$ cat config.mk
export PLATFORM = sky130hd
export DESIGN_NAME = oh_7seg_scan
export DESIGN_NICKNAME = d
export VERILOG_FILES = /design/src/rtl/oh_7seg_scan_pkg.sv /design/src/rtl/oh_7seg_scan_decode.sv /design/src/rtl/oh_7seg_scan.sv
export SDC_FILE = /design/constraint.sdc
export NUM_CORES = 1
export LEC_CHECK = 0
export CORE_MARGIN = 3
export CORE_UTILIZATION = 65
export CTS_CLUSTER_SIZE = 24
export DETAILED_ROUTE_END_ITERATION = 8
export DONT_BUFFER_PORTS = 1
export PLACE_DENSITY = 0.8
export SYNTH_ARGS = -nofsm -noshare
export SYNTH_HDL_FRONTEND = slang
export SYNTH_SLANG_ARGS = --single-unit
$ cat constraint.sdc
create_clock -name clk -period 5.7 [get_ports clk]
set_clock_uncertainty 0.1 [all_clocks]
set_input_delay 0.285 -clock clk [delete_from_list [all_inputs] [get_ports clk]]
set_output_delay 0.285 -clock clk [all_outputs]
set_load 0.02 [all_outputs]
$ cat src/rtl/oh_7seg_scan_pkg.sv
// Shared definitions for the multiplexed 7-segment scan controller:
// FSM encoding, the blank segment pattern and the leading-zero mask helper.
package oh_7seg_scan_pkg;

  typedef enum logic {
    ST_DRIVE = 1'b0,
    ST_BLANK = 1'b1
  } state_t;

  localparam logic [6:0] SEG_OFF = 7'h7F;

  // Bit i set when digit i (i>=1) and every higher populated digit are zero.
  function automatic logic [7:0] lz_mask(input logic [31:0] digits, input int unsigned n);
    logic        all_zero;
    int unsigned i;
    lz_mask  = '0;
    all_zero = 1'b1;
    for (int unsigned k = 0; k < 8; k++) begin
      i = 7 - k;
      if (i < n) begin
        all_zero = all_zero && (digits[4*i +: 4] == 4'h0);
        if (i != 0 && all_zero) lz_mask[i] = 1'b1;
      end
    end
  endfunction

endpackage

$ cat src/rtl/oh_7seg_scan_decode.sv
// BCD to common-anode 7-segment decoder, {a,b,c,d,e,f,g}, 1 = segment off.
module oh_7seg_decode
  import oh_7seg_scan_pkg::*;
(
  input  logic [3:0] i_bcd,
  output logic [6:0] o_seg
);

  always_comb begin
    o_seg = SEG_OFF;
    case (i_bcd)
      4'd0: o_seg = 7'b0000001;
      4'd1: o_seg = 7'b1001111;
      4'd2: o_seg = 7'b0010010;
      4'd3: o_seg = 7'b0000110;
      4'd4: o_seg = 7'b1001100;
      4'd5: o_seg = 7'b0100100;
      4'd6: o_seg = 7'b0100000;
      4'd7: o_seg = 7'b0001111;
      4'd8: o_seg = 7'b0000000;
      4'd9: o_seg = 7'b0000100;
      default: o_seg = SEG_OFF;
    endcase
  end

endmodule

$ cat src/rtl/oh_7seg_scan.sv
// Time-multiplexed scan controller for an N-digit common-anode 7-segment display
// with double-buffered digit storage, blanking gaps and leading-zero suppression.
module oh_7seg_scan
  import oh_7seg_scan_pkg::*;
#(
  parameter int unsigned N     = 4,
  parameter int unsigned DIVW  = 16,
  parameter int unsigned BLANK = 2
) (
  input  logic            clk,
  input  logic            reset,
  input  logic [DIVW-1:0] div,
  input  logic            load,
  input  logic [4*N-1:0]  din,
  input  logic [N-1:0]    dp_in,
  input  logic            lz_en,
  output logic [6:0]      seg,
  output logic            dp,
  output logic [N-1:0]    an,
  output logic            frame,
  output logic            pending
);

  localparam int unsigned IW = $clog2(N);
  localparam int unsigned BW = $clog2(BLANK + 1);
  localparam int unsigned CW = (DIVW > BW) ? DIVW : BW;
  localparam logic [CW-1:0] BLANK_LAST = CW'(BLANK - 1);
  localparam logic [IW-1:0] IDX_LAST   = IW'(N - 1);

  state_t          r_state, w_state_nxt;
  logic [IW-1:0]   r_idx, w_idx_nxt;
  logic [CW-1:0]   r_cnt, w_cnt_nxt;
  logic [DIVW-1:0] r_div_q, w_div_q_nxt;
  logic            r_hold, w_hold_nxt;
  logic            w_frame_now, w_frame_nxt, w_xfer;

  logic [4*N-1:0]  r_act_dig, r_pend_dig, w_act_dig_nxt;
  logic [N-1:0]    r_act_dp, r_pend_dp, w_act_dp_nxt;
  logic            r_pending;

  logic [6:0]      r_seg, w_seg_dec;
  logic            r_dp;
  logic [N-1:0]    r_an;
  logic            r_frame;
  logic [7:0]      w_lz;
  logic [3:0]      w_bcd;

  always_ff @(posedge clk) begin
    if (reset) begin
      r_state <= ST_BLANK;
      r_idx   <= '0;
      r_cnt   <= '0;
      r_div_q <= '0;
      r_hold  <= 1'b1;
    end else begin
      r_state <= w_state_nxt;
      r_idx   <= w_idx_nxt;
      r_cnt   <= w_cnt_nxt;
      r_div_q <= w_div_q_nxt;
      r_hold  <= w_hold_nxt;
    end
  end

  // r_hold keeps idx at 0 through the first blank after reset so the scan starts at digit 0.
  always_comb begin
    w_state_nxt = r_state;
    w_cnt_nxt   = r_cnt + CW'(1);
    w_idx_nxt   = r_idx;
    w_div_q_nxt = r_div_q;
    w_hold_nxt  = r_hold;
    case (r_state)
      ST_BLANK: begin
        if (r_cnt == BLANK_LAST) begin
          w_state_nxt = ST_DRIVE;
          w_cnt_nxt   = '0;
          w_div_q_nxt = div;
          w_hold_nxt  = 1'b0;
          if (!r_hold) w_idx_nxt = (r_idx == IDX_LAST) ? '0 : r_idx + IW'(1);
        end
      end
      ST_DRIVE: begin
        if (r_cnt == CW'(r_div_q)) begin
          w_state_nxt = ST_BLANK;
          w_cnt_nxt   = '0;
        end
      end
    endcase
    w_frame_now = (r_state == ST_BLANK) && (r_cnt == BLANK_LAST) && (r_idx == IDX_LAST) && !r_hold;
    w_frame_nxt = (w_state_nxt == ST_BLANK) && (w_cnt_nxt == BLANK_LAST) &&
                  (w_idx_nxt == IDX_LAST) && !w_hold_nxt;
  end

  assign w_xfer        = w_frame_now && r_pending;
  assign w_act_dig_nxt = w_xfer ? r_pend_dig : r_act_dig;
  assign w_act_dp_nxt  = w_xfer ? r_pend_dp  : r_act_dp;

  always_ff @(posedge clk) begin
    if (reset) begin
      r_act_dig  <= '1;
      r_act_dp   <= '0;
      r_pend_dig <= '1;
      r_pend_dp  <= '0;
      r_pending  <= 1'b0;
    end else begin
      r_act_dig <= w_act_dig_nxt;
      r_act_dp  <= w_act_dp_nxt;
      if (load) begin
        r_pend_dig <= din;
        r_pend_dp  <= dp_in;
        r_pending  <= 1'b1;
      end else if (w_xfer) begin
        r_pending  <= 1'b0;
      end
    end
  end

  // Output flops are loaded from next-cycle state and buffer so the pins track the FSM exactly.
  assign w_lz  = lz_mask(32'(w_act_dig_nxt), N);
  assign w_bcd = w_act_dig_nxt[4*w_idx_nxt +: 4];

  oh_7seg_decode u_decode (
    .i_bcd (w_bcd),
    .o_seg (w_seg_dec)
  );

  always_ff @(posedge clk) begin
    if (reset) begin
      r_seg   <= SEG_OFF;
      r_dp    <= 1'b1;
      r_an    <= '1;
      r_frame <= 1'b0;
    end else begin
      r_frame <= w_frame_nxt;
      if (w_state_nxt == ST_DRIVE) begin
        r_an  <= ~(N'(1) << w_idx_nxt);
        r_seg <= (lz_en && w_lz[w_idx_nxt]) ? SEG_OFF : w_seg_dec;
        r_dp  <= ~w_act_dp_nxt[w_idx_nxt];
      end else begin
        r_an  <= '1;
        r_seg <= SEG_OFF;
        r_dp  <= 1'b1;
      end
    end
  end

  assign seg     = r_seg;
  assign dp      = r_dp;
  assign an      = r_an;
  assign frame   = r_frame;
  assign pending = r_pending;

endmodule
==> flow_metrics.tcl <==
set metrics [dict create \
    die_width_um 89.8 \
    synth_nets 577 \
    critPathBufInv 0 \
    worstSetupStartpointType "flop" \
    antenna_left 0 \
    dp_hpwl_mm 7.12 \
    irDropWorstVdd_v 0.000231 \
    drive_above_1_share 0.0737 \
    worst-setup-path-type "flop to flop" \
    netlist.top_cell.by_area "dfxtp_1" \
    ys_seq_elements 90 \
    syn_to_final_growth_pct 10.7 \
    tightest_slew_ns 1.20 \
    cp.required_ns 5.84 \
    netlist_top_cells_count "dfxtp_1, nand2_1, nor2_1" \
    cts_hold_buf 38 \
    drc 0 \
    portBuffers 0 \
    crit_chain "ha_1, and4b_1, nand2_1, nor2_1, nor4_1, o211ai_1, o31a_1, a21boi_2, o21ai_1" \
    status "finished clean" \
    synth_top_flop_cell "dfxtp_1" \
    antenna_found_initial 0 \
    path_delay_family "simple AND/OR/NAND/NOR gates" \
    power.total_mw 1.65 \
    synth-edff-count 0 \
    clkLatencyLatePin_ns 0.35 \
    die_y_um 89.8 \
    syn_area_mm2 0.00457 \
    clock_path_buffers 2 \
    fillCellCount 453 \
    globalplace.congestion 0.909 \
    cts-root-buf "clkbuf_8" \
    cts_tree "yes" \
    min_path_type "input pin to flop" \
    cts_sinks 90 \
    synthCells 528 \
    rsz0062_at_grt "false" \
    drt_first_pass_iters 5 \
    num_vias 3932 \
    drv_slew 0 \
    grt_max_degree 62 \
    cp.arrival_ns 3.56 \
    post-cts-setup-buffers 0 \
    start_util 0.695 \
    antenna_cells 0 \
    p_leak_nw 2.06 \
    synth_area_leaders "dfxtp_1, nand2_1, xor2_1" \
    grt_usage 0.274 \
    rows 29 \
    post_drt_via_cell_ratio 6.18 \
    core_mm2 0.00657 \
    relSlewSlack 0.200 \
    cap_violations 0 \
    first_global_vias 3643 \
    cts.clk_slew.worst_paths_ns 0.08 \
    cp_max_fo 18 \
    power_density_mw_per_mm2 326 \
    cts-htree-levels 3 \
    period_minus_slack_ns 3.43 \
    finalHoldViolCount 0 \
    cts.repair.resized 0 \
    synthDistinctLibCells 75 \
    finalCritPeriodShare 0.601 \
    wl_mm 11.0 \
    grt-ovfl-total 0 \
    syn_area_per_cell_um2 8.65 \
    cp_slowest_stage_delay_ns 0.92 \
    grt_pass1_wl_mm 18.3 \
    tns_ns 0 \
    netlist.area_leader.share 0.395 \
    die-area_mm2 0.00807 \
    ios 54 \
    end_kind "flop" \
    nNetsFinal 588 \
    wl_per_cell_um 17.3 \
    drtIter0Drc 350 \
    yosysSeqAreaShare 0.395 \
    timing.fmax_mhz 292 \
    cp_slowest_cell "nor2_1" \
    synth.most_common_cell "dfxtp_1" \
    cts_buffers 9 \
    finalSetupViolCount 0 \
    async_flop_share 0 \
    yosysWarningCount 0 \
]
[metal layers]
metal | up-vias | global-route usage | wire (um)
met2 | 171 | 0.407 | 4820
li1 | 1870 | - | -
met4 | 0 | 0.0690 | 146
met3 | 22 | 0.0543 | 833
met1 | 1869 | 0.407 | 5190
met5 | - | 0 | 0
[layout make-up]
type / count / area (um2) / area share
Inverter: 9 / 33.8 / 0.00668
Sequential cell: 90 / 1800 / 0.356
Clock inverter: 4 / 27.5 / 0.00545
Tap cell: 93 / 116 / 0.0230
Clock buffer: 11 / 151 / 0.0300
Multi-Input combinational cell: 391 / 2530 / 0.500
Timing Repair Buffer: 38 / 398 / 0.0787
[registers in the layout (all words and copies together) (netlist names), 2 cells and up]
register    count
an              4
r_pend_dig     16
r_act_dp        4
r_act_dig      16
r_cnt          16
r_pend_dp       4
r_idx           2
seg             7
r_div_q        16
[per-stage QoR]
stage	util	instances	hold slack, ns	area, um2	setup slack [ns]
after floorplan	-	528	0.303	4570	2.95
after global placement	0.682	583	0.258	4480	2.44
after detailed placement	0.682	583	0.262	4480	2.33
after CTS	0.770	636	0.0235	5050	2.32
after global routing	0.770	636	0.0416	5050	1.92
final	0.770	636	0.0409	5050	2.27
[placed cells by master (no fill, tap or decap), types with 3 or more instances in the layout]
cell / synthesis / routed
dfxtp_1: 90 / 90
nand2_1: 80 / 80
nor2_1: 42 / 42
dlygate4sd3_1: 0 / 37
a21oi_1: 29 / 29
xor2_1: 25 / 25
a211o_1: 20 / 20
nand3_1: 19 / 19
nor2b_1: 16 / 16
nand3b_1: 14 / 14
clkbuf_8: 0 / 11
o21ai_0: 10 / 10
inv_1: 9 / 9
ha_1: 9 / 9
nor3_1: 8 / 8
nand4_1: 8 / 8
mux2i_1: 8 / 8
and3_1: 7 / 7
o21ai_1: 7 / 7
nor4_1: 7 / 7
xnor2_1: 7 / 7
a22oi_1: 6 / 6
and2_1: 5 / 5
nand2_4: 3 / 3
a211oi_1: 3 / 3
a41oi_1: 3 / 3
nand2b_1: 3 / 3
clkinvlp_4: 0 / 3
[power by group]
part           internal (mW)  total (mW)  switching (mW)
registers              0.693       0.772          0.0786
logic                  0.185       0.483           0.298
clock network          0.179       0.395           0.216
[worst paths after layout]
path                                             start                           to  slack [ns]  depth (start not counted)
worst max-delay path               r_idx[0]$_SDFF_PP0_            seg[6]$_SDFF_PP1_        2.27                          9
worst max register to register     r_idx[0]$_SDFF_PP0_            seg[6]$_SDFF_PP1_        2.27                          9
worst min register to register  r_act_dp[1]$_SDFF_PP0_       r_act_dp[1]$_SDFF_PP0_        0.36                          2
worst min-delay path                              load  r_pend_dig[15]$_SDFFE_PP1P_        0.04                          2
[worst register-to-register path: cells and delay by family (launching register included)]
kind,cells,cell delay (ns)
AO/OA/AOI/OAI,4,0.82
flip-flops,1,0.69
AND/OR/NAND/NOR,4,1.36
adder cells (fa/ha/maj),1,0.33
[cell families (layout without fill, tap and decap cells)]
family / count (synthesis) / count (layout) / synth area share
xor+xnor: 32 / 32 / 0.0614
fa+ha+maj: 9 / 9 / 0.0247
buf+inv: 47 / 62 / 0.0521
mux: 10 / 10 / 0.0233
simple gates: 233 / 233 / 0.273
flops: 90 / 90 / 0.395
compound gates: 107 / 107 / 0.171
Power figures use the tool's default switching activity.
